<file path="src/rtl/synth_pkg.sv">
// Shared constants and the scheduler state encoding for the synth voice path.
package synth_pkg;
    localparam logic [1:0] EV_NOTE_OFF = 2'd0;
    localparam logic [1:0] EV_NOTE_ON  = 2'd1;
    localparam logic [1:0] EV_ALL_OFF  = 2'd2;
    localparam logic [7:0] KEY_NONE    = 8'hFF;

    typedef enum logic [2:0] {
        IDLE,
        SCAN_ON,
        SCAN_OFF,
        STEAL_OFF,
        ISSUE_ON,
        ALLOFF
    } sched_state_t;
endpackage

</file>
<file path="src/rtl/voice_scheduler_if.sv">
// Decoder event channel (valid/ready) plus the one-cycle key update strobe to the synth engine.
interface voice_scheduler_if #(parameter int V_WIDTH = 3);
    logic               ev_valid;
    logic               ev_ready;
    logic [1:0]         ev_type;
    logic [6:0]         ev_key;
    logic [6:0]         ev_vel;
    logic               upd_valid;
    logic [V_WIDTH-1:0] upd_voice;
    logic               upd_on;
    logic [7:0]         upd_key;
    logic [7:0]         upd_vel;

    modport master (
        output ev_valid, ev_type, ev_key, ev_vel,
        input  ev_ready, upd_valid, upd_voice, upd_on, upd_key, upd_vel
    );

    modport slave (
        input  ev_valid, ev_type, ev_key, ev_vel,
        output ev_ready, upd_valid, upd_voice, upd_on, upd_key, upd_vel
    );
endinterface

</file>
<file path="src/rtl/voice_age_tracker.sv">
// Per-voice age counters, one-cycle update: chosen voice clears, other gated voices count up and saturate.
// No backpressure; counters only move when upd is pulsed.
module voice_age_tracker #(
    parameter int VOICES  = 8,
    parameter int V_WIDTH = 3
) (
    input  logic                            clk,
    input  logic                            rst_n,
    input  logic                            upd,
    input  logic [V_WIDTH-1:0]              sel,
    input  logic [VOICES-1:0]               gate,
    output logic [VOICES-1:0][V_WIDTH:0]    age
);
    localparam logic [V_WIDTH:0] AGE_MAX = '1;

    always_ff @(posedge clk or negedge rst_n) begin
        if (!rst_n) begin
            age <= '0;
        end else if (upd) begin
            for (int v = 0; v < VOICES; v++) begin
                if (V_WIDTH'(v) == sel)
                    age[v] <= '0;
                else if (gate[v] && age[v] != AGE_MAX)
                    age[v] <= age[v] + 1'b1;
            end
        end
    end
endmodule

</file>
<file path="src/rtl/voice_scheduler.sv">
// Voice allocator: one voice scanned per clock; note on strobes at accept+VOICES+1 (steal: off then on).
// ev_ready is high only while idle, so the decoder is held off for the whole scan.
module voice_scheduler
    import synth_pkg::*;
#(
    parameter int VOICES  = 8,
    parameter int V_WIDTH = 3
) (
    input  logic                CLOCK_25,
    input  logic                reset_reg_N,
    voice_scheduler_if.slave    bus,
    input  logic [VOICES-1:0]   voice_free,
    output logic [VOICES-1:0]   keys_on,
    output logic [V_WIDTH:0]    active_keys,
    output logic                busy
);
    localparam logic [V_WIDTH:0] AK_MAX = (V_WIDTH+1)'(VOICES);

    sched_state_t               state, state_nxt;
    logic [V_WIDTH-1:0]         idx, sel_idx;
    logic [6:0]                 key_r, vel_r;
    logic                       retrig;
    logic [VOICES-1:0][7:0]     key_val;
    logic [VOICES-1:0]          vf_meta, vf_s;
    logic [VOICES-1:0][V_WIDTH:0] ages;

    logic                       m_fnd, f_fnd, r_fnd, o_fnd;
    logic                       m_fnd_n, f_fnd_n, r_fnd_n, o_fnd_n;
    logic [V_WIDTH-1:0]         m_idx, f_idx, r_idx, o_idx;
    logic [V_WIDTH-1:0]         m_idx_n, f_idx_n, r_idx_n, o_idx_n;
    logic [V_WIDTH:0]           r_age, o_age, r_age_n, o_age_n;
    logic                       scan_last;
    logic [V_WIDTH-1:0]         pick_idx;

    logic                       fire_d, on_d;
    logic [V_WIDTH-1:0]         voice_d;
    logic [7:0]                 key_d, vel_d;

    assign scan_last    = (idx == V_WIDTH'(VOICES-1));
    assign bus.ev_ready = (state == IDLE);
    assign busy         = (state != IDLE);

    voice_age_tracker #(.VOICES(VOICES), .V_WIDTH(V_WIDTH)) u_age (
        .clk   (CLOCK_25),
        .rst_n (reset_reg_N),
        .upd   (state == ISSUE_ON),
        .sel   (sel_idx),
        .gate  (keys_on),
        .age   (ages)
    );

    // Candidate tracking folds in the voice at idx; the final-cycle decision uses these _n values.
    always_comb begin
        m_fnd_n = m_fnd; m_idx_n = m_idx;
        f_fnd_n = f_fnd; f_idx_n = f_idx;
        r_fnd_n = r_fnd; r_idx_n = r_idx; r_age_n = r_age;
        o_fnd_n = o_fnd; o_idx_n = o_idx; o_age_n = o_age;
        if (keys_on[idx]) begin
            if (!m_fnd && key_val[idx] == {1'b0, key_r}) begin
                m_fnd_n = 1'b1; m_idx_n = idx;
            end
            if (!o_fnd || ages[idx] > o_age) begin
                o_fnd_n = 1'b1; o_idx_n = idx; o_age_n = ages[idx];
            end
        end else begin
            if (!f_fnd && vf_s[idx]) begin
                f_fnd_n = 1'b1; f_idx_n = idx;
            end
            if (!r_fnd || ages[idx] > r_age) begin
                r_fnd_n = 1'b1; r_idx_n = idx; r_age_n = ages[idx];
            end
        end
        pick_idx = m_fnd_n ? m_idx_n : f_fnd_n ? f_idx_n : r_fnd_n ? r_idx_n : o_idx_n;
    end

    always_ff @(posedge CLOCK_25 or negedge reset_reg_N) begin
        if (!reset_reg_N) state <= IDLE;
        else              state <= state_nxt;
    end

    always_comb begin
        state_nxt = state;
        case (state)
            IDLE: if (bus.ev_valid) begin
                case (bus.ev_type)
                    EV_NOTE_ON:  state_nxt = (bus.ev_vel != 7'd0) ? SCAN_ON : SCAN_OFF;
                    EV_NOTE_OFF: state_nxt = SCAN_OFF;
                    EV_ALL_OFF:  state_nxt = ALLOFF;
                    default:     state_nxt = IDLE;
                endcase
            end
            SCAN_ON:   if (scan_last) state_nxt = (m_fnd_n || f_fnd_n || r_fnd_n) ? ISSUE_ON : STEAL_OFF;
            SCAN_OFF:  if (scan_last) state_nxt = IDLE;
            ALLOFF:    if (scan_last) state_nxt = IDLE;
            STEAL_OFF: state_nxt = ISSUE_ON;
            ISSUE_ON:  state_nxt = IDLE;
            default:   state_nxt = IDLE;
        endcase
    end

    always_comb begin
        fire_d  = 1'b0;
        on_d    = 1'b0;
        voice_d = '0;
        key_d   = KEY_NONE;
        vel_d   = 8'd0;
        case (state)
            STEAL_OFF: begin
                fire_d = 1'b1; voice_d = sel_idx;
            end
            ISSUE_ON: begin
                fire_d = 1'b1; on_d = 1'b1; voice_d = sel_idx;
                key_d  = {1'b0, key_r}; vel_d = {1'b0, vel_r};
            end
            SCAN_OFF: if (scan_last && m_fnd_n) begin
                fire_d = 1'b1; voice_d = m_idx_n;
            end
            ALLOFF: if (keys_on[idx]) begin
                fire_d = 1'b1; voice_d = idx;
            end
            default: ;
        endcase
    end

    always_ff @(posedge CLOCK_25 or negedge reset_reg_N) begin
        if (!reset_reg_N) begin
            bus.upd_valid <= 1'b0;
            bus.upd_voice <= '0;
            bus.upd_on    <= 1'b0;
            bus.upd_key   <= KEY_NONE;
            bus.upd_vel   <= 8'd0;
            keys_on       <= '0;
            key_val       <= {VOICES{KEY_NONE}};
            active_keys   <= '0;
            vf_meta       <= '0;
            vf_s          <= '0;
            idx           <= '0;
            sel_idx       <= '0;
            retrig        <= 1'b0;
            key_r         <= '0;
            vel_r         <= '0;
            {m_fnd, f_fnd, r_fnd, o_fnd} <= '0;
            {m_idx, f_idx, r_idx, o_idx} <= '0;
            r_age         <= '0;
            o_age         <= '0;
        end else begin
            vf_meta       <= voice_free;
            vf_s          <= vf_meta;
            bus.upd_valid <= fire_d;
            bus.upd_voice <= voice_d;
            bus.upd_on    <= on_d;
            bus.upd_key   <= key_d;
            bus.upd_vel   <= vel_d;
            if (fire_d) begin
                keys_on[voice_d] <= on_d;
                key_val[voice_d] <= key_d;
            end
            case (state)
                IDLE: begin
                    idx <= '0;
                    {m_fnd, f_fnd, r_fnd, o_fnd} <= '0;
                    if (bus.ev_valid) begin
                        key_r <= bus.ev_key;
                        vel_r <= bus.ev_vel;
                    end
                end
                SCAN_ON, SCAN_OFF: begin
                    idx   <= scan_last ? '0 : idx + 1'b1;
                    m_fnd <= m_fnd_n; m_idx <= m_idx_n;
                    f_fnd <= f_fnd_n; f_idx <= f_idx_n;
                    r_fnd <= r_fnd_n; r_idx <= r_idx_n; r_age <= r_age_n;
                    o_fnd <= o_fnd_n; o_idx <= o_idx_n; o_age <= o_age_n;
                    if (state == SCAN_ON && scan_last) begin
                        sel_idx <= pick_idx;
                        retrig  <= m_fnd_n;
                    end
                end
                ALLOFF: idx <= scan_last ? '0 : idx + 1'b1;
                default: ;
            endcase
            if ((state == STEAL_OFF || (state == SCAN_OFF && fire_d)) && active_keys != '0)
                active_keys <= active_keys - 1'b1;
            else if (state == ISSUE_ON && !retrig && active_keys != AK_MAX)
                active_keys <= active_keys + 1'b1;
            else if (state == ALLOFF && scan_last)
                active_keys <= '0;
        end
    end
endmodule

</file>
<file path="src/flat_wrapper.sv">
// flat-port wrapper written by rule: the top's interface ports become plain ports
module voice_scheduler_flat import synth_pkg::*;
#(
    parameter int VOICES  = 8,
    parameter int V_WIDTH = 3
)
  (CLOCK_25, reset_reg_N, voice_free, keys_on, active_keys, busy, bus_ev_valid, bus_ev_type, bus_ev_key, bus_ev_vel, bus_ev_ready, bus_upd_valid, bus_upd_voice, bus_upd_on, bus_upd_key, bus_upd_vel);
  voice_scheduler_if #(.V_WIDTH(V_WIDTH)) bus_i ();
  input  logic CLOCK_25;
  input  logic reset_reg_N;
  input  logic [VOICES-1:0] voice_free;
  output logic [VOICES-1:0] keys_on;
  output logic [V_WIDTH:0] active_keys;
  output logic busy;
  input wire logic [$bits(bus_i.ev_valid)-1:0] bus_ev_valid;
  input wire logic [$bits(bus_i.ev_type)-1:0] bus_ev_type;
  input wire logic [$bits(bus_i.ev_key)-1:0] bus_ev_key;
  input wire logic [$bits(bus_i.ev_vel)-1:0] bus_ev_vel;
  output wire logic [$bits(bus_i.ev_ready)-1:0] bus_ev_ready;
  output wire logic [$bits(bus_i.upd_valid)-1:0] bus_upd_valid;
  output wire logic [$bits(bus_i.upd_voice)-1:0] bus_upd_voice;
  output wire logic [$bits(bus_i.upd_on)-1:0] bus_upd_on;
  output wire logic [$bits(bus_i.upd_key)-1:0] bus_upd_key;
  output wire logic [$bits(bus_i.upd_vel)-1:0] bus_upd_vel;
  assign bus_i.ev_valid = bus_ev_valid;
  assign bus_i.ev_type = bus_ev_type;
  assign bus_i.ev_key = bus_ev_key;
  assign bus_i.ev_vel = bus_ev_vel;
  assign bus_ev_ready = bus_i.ev_ready;
  assign bus_upd_valid = bus_i.upd_valid;
  assign bus_upd_voice = bus_i.upd_voice;
  assign bus_upd_on = bus_i.upd_on;
  assign bus_upd_key = bus_i.upd_key;
  assign bus_upd_vel = bus_i.upd_vel;
  voice_scheduler #(.VOICES(VOICES), .V_WIDTH(V_WIDTH)) u_core (.CLOCK_25(CLOCK_25), .reset_reg_N(reset_reg_N), .bus(bus_i), .voice_free(voice_free), .keys_on(keys_on), .active_keys(active_keys), .busy(busy));
endmodule
</file>
<file path="config.mk">
export PLATFORM = sky130hd
export DESIGN_NAME = voice_scheduler_flat
export DESIGN_NICKNAME = d
export VERILOG_FILES = /design/src/rtl/synth_pkg.sv /design/src/rtl/voice_scheduler_if.sv /design/src/rtl/voice_age_tracker.sv /design/src/rtl/voice_scheduler.sv /design/src/flat_wrapper.sv
export SDC_FILE = /design/constraint.sdc
export NUM_CORES = 1
export LEC_CHECK = 0
export CORE_AREA = 2 2 155 218
export CTS_BUF_LIST = sky130_fd_sc_hd__clkbuf_8
export DETAILED_ROUTE_END_ITERATION = 8
export DIE_AREA = 0 0 157 220
export PLACE_DENSITY = 0.57
export SYNTH_ARGS = -nofsm -noshare
export SYNTH_HDL_FRONTEND = slang
export SYNTH_HIERARCHICAL = 1
export SYNTH_SLANG_ARGS = --single-unit
</file>
<file path="constraint.sdc">
create_clock -name CLOCK_25 -period 4.9 [get_ports CLOCK_25]
set_clock_uncertainty 0.15 [all_clocks]
set_input_delay 1.225 -clock CLOCK_25 [delete_from_list [all_inputs] [get_ports CLOCK_25]]
set_output_delay 1.225 -clock CLOCK_25 [all_outputs]
set_load 0.005 [all_outputs]
</file>
==> results of run 1 <==
area by class of cell:
cell class / instances / area (um2) / area share (%)
Clock buffer: 17 / 234.0 / 2.098
Clock inverter: 15 / 196.4 / 1.761
Inverter: 21 / 78.83 / 0.7068
Multi-Input combinational cell: 535 / 4459 / 39.98
Sequential cell: 192 / 4896 / 43.90
Tap cell: 445 / 556.8 / 4.992
Timing Repair Buffer: 77 / 732.0 / 6.563
metrics by stage:
| step | power, mW | hold slack (ns) | area [um2] |
|---|---|---|---|
| global placement | 4.170 | 0.1817 | 10720 |
| CTS | 5.357 | 0.2080 | 11150 |
| floorplan | 3.557 | 0.1812 | 9699 |
| global route | 5.643 | 0.2210 | 11150 |
| finish | 5.298 | 0.2088 | 11150 |
| detailed placement | 4.196 | 0.1865 | 10720 |
worst paths after layout:
path,end,slack [ns],cells after the start
max,u_core/keys_on[0],0.64,10
min,u_core/vf_s[2],0.21,0
max reg2reg,u_core/keys_on[0],0.64,10
min reg2reg,u_core/vf_s[2],0.21,0
max in group asynchronous,u_core/bus.upd_key[7],3.00,2
min in group asynchronous,u_core/vel_r[2],0.64,1
per-layer routing:
metal,vias to the layer above,wire length (um)
met2,144,12910
li1,3017,-
met1,3364,9689
met3,57,668
met4,0,1202
met5,-,0
report_power, final:
group	switching, mW	internal [mW]	total, mW
Sequential	0.341	1.95	2.29
Combinational	0.979	0.891	1.87
Clock	0.614	0.523	1.14
kinds of logic after synthesis:
logic type      count (synthesis)  synth area share, %
mux                           163                20.86
buf+inv                        66                3.560
compound gates                121                9.107
simple gates                  224                12.85
fa+ha+maj                      20                2.580
xor+xnor                        6               0.5418
other cells                     1              0.03866
flops                         192                50.46
placed cells by master (no fill, tap or decap), types with 4 or more instances in the layout:
| cell type | Yosys | routed |
|---|---|---|
| mux2_1 | 4 | 4 |
| xnor2_1 | 4 | 4 |
| inv_1 | 19 | 20 |
| clkbuf_8 | 0 | 18 |
| nand4_1 | 11 | 11 |
| ha_1 | 20 | 20 |
| mux4_2 | 21 | 21 |
| nand2b_1 | 14 | 14 |
| nand3_1 | 28 | 28 |
| o221a_2 | 7 | 7 |
| nor2_1 | 46 | 46 |
| dfrtp_1 | 120 | 119 |
| nor3b_1 | 4 | 4 |
| or3_1 | 10 | 10 |
| buf_4 | 6 | 17 |
| inv_6 | 0 | 6 |
| a21oi_1 | 30 | 30 |
| nand4b_1 | 11 | 11 |
| clkdlybuf4s50_1 | 0 | 59 |
| a21o_1 | 6 | 6 |
| o21ai_0 | 21 | 21 |
| and2_1 | 11 | 11 |
| mux2i_1 | 39 | 39 |
| nor2b_1 | 8 | 8 |
| nand3b_1 | 11 | 11 |
| mux2_2 | 99 | 99 |
| dfstp_2 | 72 | 72 |
| a22oi_1 | 10 | 10 |
| nand2_1 | 44 | 44 |
| a31oi_1 | 11 | 11 |
worst max-delay path, delay by kind of cell (launching register included):
family | cells | cell delay (ns)
AND/OR/NAND/NOR | 5 | 1.08
multiplexers | 2 | 0.94
AO/OA/AOI/OAI | 2 | 0.77
flip-flops | 1 | 0.74
buffers and inverters | 1 | 0.45
flip-flops by register name, indices dropped and copies added (netlist names), 3 cells and up:
signal and count:
u_core/o_idx 3, u_core/r_idx 3, u_core/keys_on 8, u_core/o_age 4, u_core/f_idx 3, u_core/m_idx 3
u_core/u_age/age 32, u_core/sel_idx 3, u_core/vel_r 7, u_core/key_val 64, u_core/key_r 7, u_core/idx 3
u_core/active_keys 4, u_core/r_age 4, u_core/vf_meta 8, u_core/bus.upd_key 8, u_core/state 3, u_core/vf_s 8
u_core/bus.upd_vel 7, u_core/bus.upd_voice 3
synthesized netlist by cell type, types with 3 or more instances:
library cell / instances
dfrtp_1: 120
mux2_2: 99
dfstp_2: 72
nor2_1: 46
nand2_1: 44
mux2i_1: 39
a21oi_1: 30
nand3_1: 28
clkbuf_1: 26
mux4_2: 21
o21ai_0: 21
ha_1: 20
inv_1: 19
nand2b_1: 14
a31oi_1: 11
and2_1: 11
nand3b_1: 11
nand4_1: 11
nand4b_1: 11
a22oi_1: 10
or3_1: 10
nor2b_1: 8
o221a_2: 7
a21o_1: 6
buf_4: 6
buf_6: 6
mux2_1: 4
nor3b_1: 4
xnor2_1: 4
a221oi_2: 3
a222oi_1: 3
a22o_1: 3
and3_1: 3
buf_1: 3
nand3_2: 3
nand4bb_1: 3
nor3_1: 3
o211ai_1: 3
o21a_1: 3
o31ai_1: 3
or2b_1: 3
or3b_1: 3
==> metrics.md, run 1 <==
| Metric | Value |
|---|---|
| Diodes inserted | `0` |
| Top cell type's share of synthesized area | `30.96%` |
| Pin count of the biggest net entering global routing | `94` |
| DR WL/cell | `around 19 um` |
| PwrDens | `475.0 nW/um2` |
| CP Data Required Time | `between 5 and 6 ns` |
| Cell variety after synth | `71` |
| DR vias/cell | `~5` |
| Fin. Hold Viols | `0` |
| HP Class | `flip-flop to flip-flop` |
| CP startpoint | `u_core/idx[0]` |
| Cell taking the most area after synthesis | `dfrtp_1` |
| Skew-Pair Late Insertion Delay | `0.49 ns` |
| CP max FO | `24` |
| Final setup TNS | `0 ns` |
| Post-placement cell count | `1,270` |
| Slew Viols, Final | `0` |
| Slowest stage delay, CP | `between 0.7 and 0.8 ns` |
| Sequential area share after synthesis | `50.46%` |
| Final period utilization | `86.84%` |
| Global-route wire length before repair | `38.69 mm` |
| CTS max path bufs | `2` |
| VDD IR-drop max | `around 0.36 mV` |
| Ranking of synthesized cells by area | `dfrtp_1, dfstp_2, mux2_2` |
| Core area | `32,720 um2` |
| Post-Syn Nets | `840` |
| Placer congestion estimate | `0.8202` |
| GRT overflow | `0` |
| Final setup fails | `0` |
| Die height | `220 um` |
| Area grow syn2layout | `14.99%` |
| Synthesized area | `9699 um2` |
| CTS Hold Bufs | `0` |
| Critical path class | `flip-flop to flip-flop` |
| 1st-pass router iterations | `7` |
| # port buffers | `60` |
| Initial antenna violation count | `0` |
| Routing usage on met2 | `26.29%` |
| Minimum clock period | `4.255 ns` |
| EDFF count, synth | `0` |
| FF-to-FF Start | `u_core/idx[0]` |
| DRT Wirelength | `24.47 mm` |
| Post-Syn Area per Cell | `12.23 um2` |
| Final Core Density | `around a third` |
| Layout cells sized above 1 | `between 30% and 40%` |
| Die Footprint | `about 35,000 um2` |
| Slew @ Worst Pin | `0.8937 ns` |
| Post-synthesis cell count | `about 800` |
| Routed Antenna Nets | `0` |
| Fmax | `0.2350 GHz` |
| Vias in the first global route | `6,878` |
| Gr usage total | `14.84%` |
| CP Cell Sequence | `buf_4 -> mux4_2 -> nand2_1 -> nand3_1 -> a221oi_2 -> nand4_2 -> o41ai_4 -> nor2_1 -> nand2b_1 -> mux2_2` |
| TritonCTS buffer count | `17` |
| Met3 usage | `approximately 2.5%` |
| Number of setup buffers added after CTS | `0` |
| Worst hold start | `u_core/vf_meta[2]` |
| Fin cells | `1,302` |
| CTS tree | `yes` |
| H-tree levels | `4` |
| Slowest cell on the critical path | `dfrtp_2` |
| Synth async-reset ratio | `100.0%` |
| Via count | `approximately 6,600` |
| Startpoint types | `flip-flop` |
| Clock root buffer | `clkbuf_8` |
| Max Cap Violations | `0` |
| Starting Density | `29.65%` |
| Sink Count | `around 190` |
| Dpl hpwl | `17.61 mm` |
| Clock transition at path regs | `~0.1 ns` |
| Lkg Pwr | `approximately 4.7 nW` |
| Number of synthesized register bits | `192` |
| Status | `finished, final reports clean` |
| Synth Warn # | `6` |
| Nets | `about 900` |
| Worst slew margin | `between 30% and 40%` |
| Final worst setup slack | `0.6450 ns` |
| I/O pin total | `62` |
| Unrepaired setup endpoints after global routing | `false` |
| Post_cts resized | `0` |
| Top FF cell, synth | `dfrtp_1` |
| DR DRC count | `0` |
| Starting DRT DRC Count | `around 360` |
| Row count | `79` |
| Most used routing layer | `met2` |
| Die width | `157 um` |
| Layout fillers | `roughly 3,200` |
| Pre-CTS setup slack | `0.5837 ns` |
| Met1 usage | `about 16%` |
| CP Data Arrival Time | `about 4.5 ns` |
| Worst setup EP type | `flip-flop` |
No activity file was read; power rests on OpenSTA's default activity.
==> run 2, diff against run 1 <==
--- a/config.mk
+++ b/config.mk
@@ -10,6 +10,7 @@
 export DETAILED_ROUTE_END_ITERATION = 8
 export DIE_AREA = 0 0 157 220
 export PLACE_DENSITY = 0.57
+export SKIP_LAST_GASP = 1
 export SYNTH_ARGS = -nofsm -noshare
 export SYNTH_HDL_FRONTEND = slang
 export SYNTH_HIERARCHICAL = 1
==> results of run 2 <==
No change in the layout: final DEF, timing and power equal those of run 1.
==> run 3, diff against run 2 <==
--- a/config.mk
+++ b/config.mk
@@ -5,13 +5,15 @@
 export SDC_FILE = /design/constraint.sdc
 export NUM_CORES = 1
 export LEC_CHECK = 0
-export CORE_AREA = 2 2 155 218
+export ABC_AREA = 1
+export CORE_AREA = 2 2 159 223
 export CTS_BUF_LIST = sky130_fd_sc_hd__clkbuf_8
 export DETAILED_ROUTE_END_ITERATION = 8
-export DIE_AREA = 0 0 157 220
+export DIE_AREA = 0 0 161 225
 export PLACE_DENSITY = 0.57
 export SKIP_LAST_GASP = 1
 export SYNTH_ARGS = -nofsm -noshare
 export SYNTH_HDL_FRONTEND = slang
 export SYNTH_HIERARCHICAL = 1
 export SYNTH_SLANG_ARGS = --single-unit
+export TNS_END_PERCENT = 50
==> metrics.md, run 3 <==
| Metric | Value |
|---|---|
| Synth async-reset ratio | `100.0% (unchanged)` |
| Layout fillers | `3,647 (+12%)` |
| Ranking of synthesized cells by area | `dfrtp_1, dfstp_2, nand2_1` |
| Design area | `11,600 um2 (+4.0%)` |
| 1st-pass router iterations | `7 (unchanged)` |
| Row count | `80 (+1.3%)` |
| Top-count cell post-synth | `nand2_1` |
| Metal2 WL | `15.11 mm (+17%)` |
| Post-synth top cells | `nand2_1, inv_1, dfrtp_1, nand3_1, nor2_1` |
| Post-Syn Nets | `1,371 (+63%)` |
| Dpl hpwl | `19.94 mm (+13%)` |
| CP max FO | `34 (+42%)` |
| Unrepaired setup endpoints after global routing | `false` |
| Layout cells sized above 1 | `10.68% (-20 points)` |
| Minimum clock period | `3.936 ns (-0.3186 ns)` |
| CP Data Required Time | `5.16 ns (+0.02 ns)` |
| Fin. Hold Viols | `0 (unchanged)` |
| CTS max path bufs | `2 (unchanged)` |
| Worst Setup EP | `u_core/keys_on[1]` |
| WL met1 | `11.89 mm (+23%)` |
| Die height | `225 um (+2.3%)` |
| Sink Count | `192 (unchanged)` |
| Synthesized area | `10,170 um2 (+4.9%)` |
| Critical path class | `flip-flop to flip-flop` |
| Cell variety after synth | `40 (-44%)` |
| Cell count of the worst reg-to-reg path | `17 (+7)` |
| Fmax | `0.2540 GHz (+8.1%)` |
| TritonCTS buffer count | `17 (unchanged)` |
| DR WL/cell | `15.89 um (-15%)` |
| Area after DPL | `11,180 um2 (+4.2%)` |
| Placer congestion estimate | `0.8553 (+4.3%)` |
| CTS tree | `yes` |
| Largest registers | `u_core/key_val (64), u_core/u_age/age (32)` |
| Starting Density | `29.90% (+0.25 points)` |
| Max layer used | `met4` |
| Worst setup EP type | `flip-flop` |
| Sequential area share after synthesis | `48.11% (-2.4 points)` |
| CP Data Arrival Time | `4.19 ns (-0.30 ns)` |
| PwrDens | `491.9 nW/um2 (+3.6%)` |
| Clock root buffer | `clkbuf_8` |
| Post_cts resized | `0 (unchanged)` |
| Final period utilization | `80.34% (-6.5 points)` |
| Number of synthesized register bits | `192 (unchanged)` |
| CP startpoint | `u_core/idx[2]` |
| Compound-Gate Fraction of Synth Area | `6.173% (-2.9 points)` |
| DR vias/cell | `4.861 (-3.8%)` |
| Commonest non-fill, non-tap cell in the layout | `nand2_1` |
| Mux share of post-synthesis cell area | `0.1107% (-21 points)` |
| Global-route wire length before repair | `46.69 mm (+21%)` |
| HP Class | `flip-flop to flip-flop` |
| Startpoint types | `flip-flop` |
| Die width | `161 um (+2.5%)` |
| Max Cap Violations | `0 (unchanged)` |
| Slew @ Worst Pin | `1.087 ns (+0.1930 ns)` |
| Main combinational cell family by area after synthesis | `simple AND/OR/NAND/NOR gates` |
| FF-to-FF Start | `u_core/idx[2]` |
| Final setup fails | `0 (unchanged)` |
| Starting DRT DRC Count | `626 (+75%)` |
| Post-synthesis cell count | `1,324 (+67%)` |
| CTS Hold Bufs | `0 (unchanged)` |
| Worst hold slack | `0.2059 ns (-0.002876 ns)` |
| Post-synthesis simple-gate area fraction | `34.49% (+22 points)` |
| Gr usage total | `16.41% (+1.6 points)` |
| Synth Warn # | `6 (unchanged)` |
| Biggest register | `u_core/key_val` |
| Clock transition at path regs | `0.11 ns (about the same)` |
| Lkg Pwr | `5.600 nW (+20%)` |
| Nets | `1,411 (+58%)` |
| Top cell type's share of synthesized area | `29.51% (-1.4 points)` |
| Via count | `8,891 (+35%)` |
| Initial antenna violation count | `0 (unchanged)` |
| DR DRC count | `0 (unchanged)` |
| Skew-Pair Late Insertion Delay | `0.51 ns (+0.02 ns)` |
| Number of setup buffers added after CTS | `0 (unchanged)` |
| Worst slew margin | `27.28% (-12 points)` |
| Worst-case register-to-register setup slack | `0.96 ns (+0.32 ns)` |
| Top FF cell, synth | `dfrtp_1` |
| Worst hold start | `u_core/vf_meta[1]` |
| EDFF count, synth | `0 (unchanged)` |
| Metal3 WL | `832 um (+25%)` |
| # port buffers | `60 (unchanged)` |
| Post-Syn Area per Cell | `7.685 um2 (-37%)` |
| Routed Antenna Nets | `0 (unchanged)` |
| I/O pin total | `62 (unchanged)` |
| Adder-cell area share of the yosys netlist | `2.459% (-0.12 points)` |
| Final setup TNS | `0 ns (unchanged)` |
| Max FFs per register | `64 (unchanged)` |
| Synth Area in XOR/XNOR | `0.6886% (+0.15 points)` |
| Most frequent cells in the layout | `nand2_1, inv_1, dfrtp_1` |
| Die Footprint | `36,230 um2 (+4.9%)` |
| Status | `finished, final reports clean` |
| GRT overflow | `0 (unchanged)` |
| Core area | `34,030 um2 (+4.0%)` |
| Pin count of the biggest net entering global routing | `80 (-15%)` |
| Cell taking the most area after synthesis | `dfrtp_1` |
| Slew Viols, Final | `0 (unchanged)` |
| Area grow syn2layout | `14.01%` |
| Worst R2R End | `u_core/keys_on[1]` |
| Vias in the first global route | `8,691 (+26%)` |
| H-tree levels | `4 (unchanged)` |
| VDD IR-drop max | `0.2073 mV (-42%)` |
| Final Core Density | `34.08% (about the same)` |
| DRT Wirelength | `29.06 mm (+19%)` |
run 3: cell types whose count changed after synthesis, sizes merged, moves of 11 or more:
cell    change
nand2b     -14
nand2     +457
nand4b     -11
buf        +13
mux2      -102
nand4      +72
inv       +120
nor2       +51
o21ai      +31
nand3b     -13
and2       -11
mux4       -21
nand3      +82
mux2i      -39
run 3: metal layers:
metal,vias to the layer above,track usage (%)
met2,194,29.12
met4,0,8.727
met1,4274,19.02
met5,-,0
li1,4363,-
met3,60,2.484
run 3: area by class of cell:
| type | instances | area, um2 | share of cell area [%] |
|---|---|---|---|
| Timing Repair Buffer | 71 | 699.4 | 6.030 |
| Antenna cell | 1 | 2.502 | 0.02157 |
| Multi-Input combinational cell | 941 | 4484 | 38.66 |
| Inverter | 141 | 531.8 | 4.584 |
| Clock inverter | 15 | 187.7 | 1.618 |
| Clock buffer | 17 | 234.0 | 2.017 |
| Sequential cell | 192 | 4896 | 42.21 |
| Tap cell | 451 | 564.3 | 4.865 |
run 3: cell families after synthesis:
kind of cell	count (synthesis)
mux	1
compound gates	110
simple gates	801
fa+ha+maj	20
other cells	1
xor+xnor	8
flops	192
buf+inv	191
run 3: how the worst min path moves through the flow:
| stage | end | slack [ns] | cells after the start |
|---|---|---|---|
| 2_1_floorplan | u_core/vf_s[0] | 0.18 | 0 |
| 3_3_place_gp | u_core/vf_s[4] | 0.18 | 0 |
| 3_5_place_dp | u_core/vf_s[3] | 0.19 | 0 |
| 4_1_cts | u_core/vf_s[1] | 0.21 | 0 |
| 5_1_grt | u_core/vf_s[1] | 0.22 | 0 |
| 6_report | u_core/vf_s[1] | 0.21 | 0 |
run 3: stage by stage:
step	cells	setup slack, ns	power, mW
after floorplan	1324	1.625	3.813
after global placement	1796	1.016	4.564
after detailed placement	1796	0.9953	4.604
after CTS	1828	0.9793	5.754
after global routing	1828	0.6058	6.161
final	1829	0.9636	5.707
run 3: power by group:
group	leakage, nW	switching (mW)	internal (mW)
Combinational	3.08	1.61	0.792
Sequential	2.31	0.211	1.97
Clock	0.212	0.649	0.479
Total	5.60	2.47	3.24
run 3: worst max-delay path, stage by stage (launching register included):
cell and delay (ns):
dfrtp_1 0.66, inv_1 0.70, nand3_1 0.18, nand2_2 0.20, nand2_1 0.09, inv_2 0.05, nand3_1 0.11, nor2_4 0.15
nand3_1 0.14, nand2_1 0.11, nand2_1 0.12, nand2_1 0.13, nand2_4 0.26, nor2_1 0.18, buf_4 0.29, nand2_4 0.15
nand2_1 0.09, nand2_1 0.05
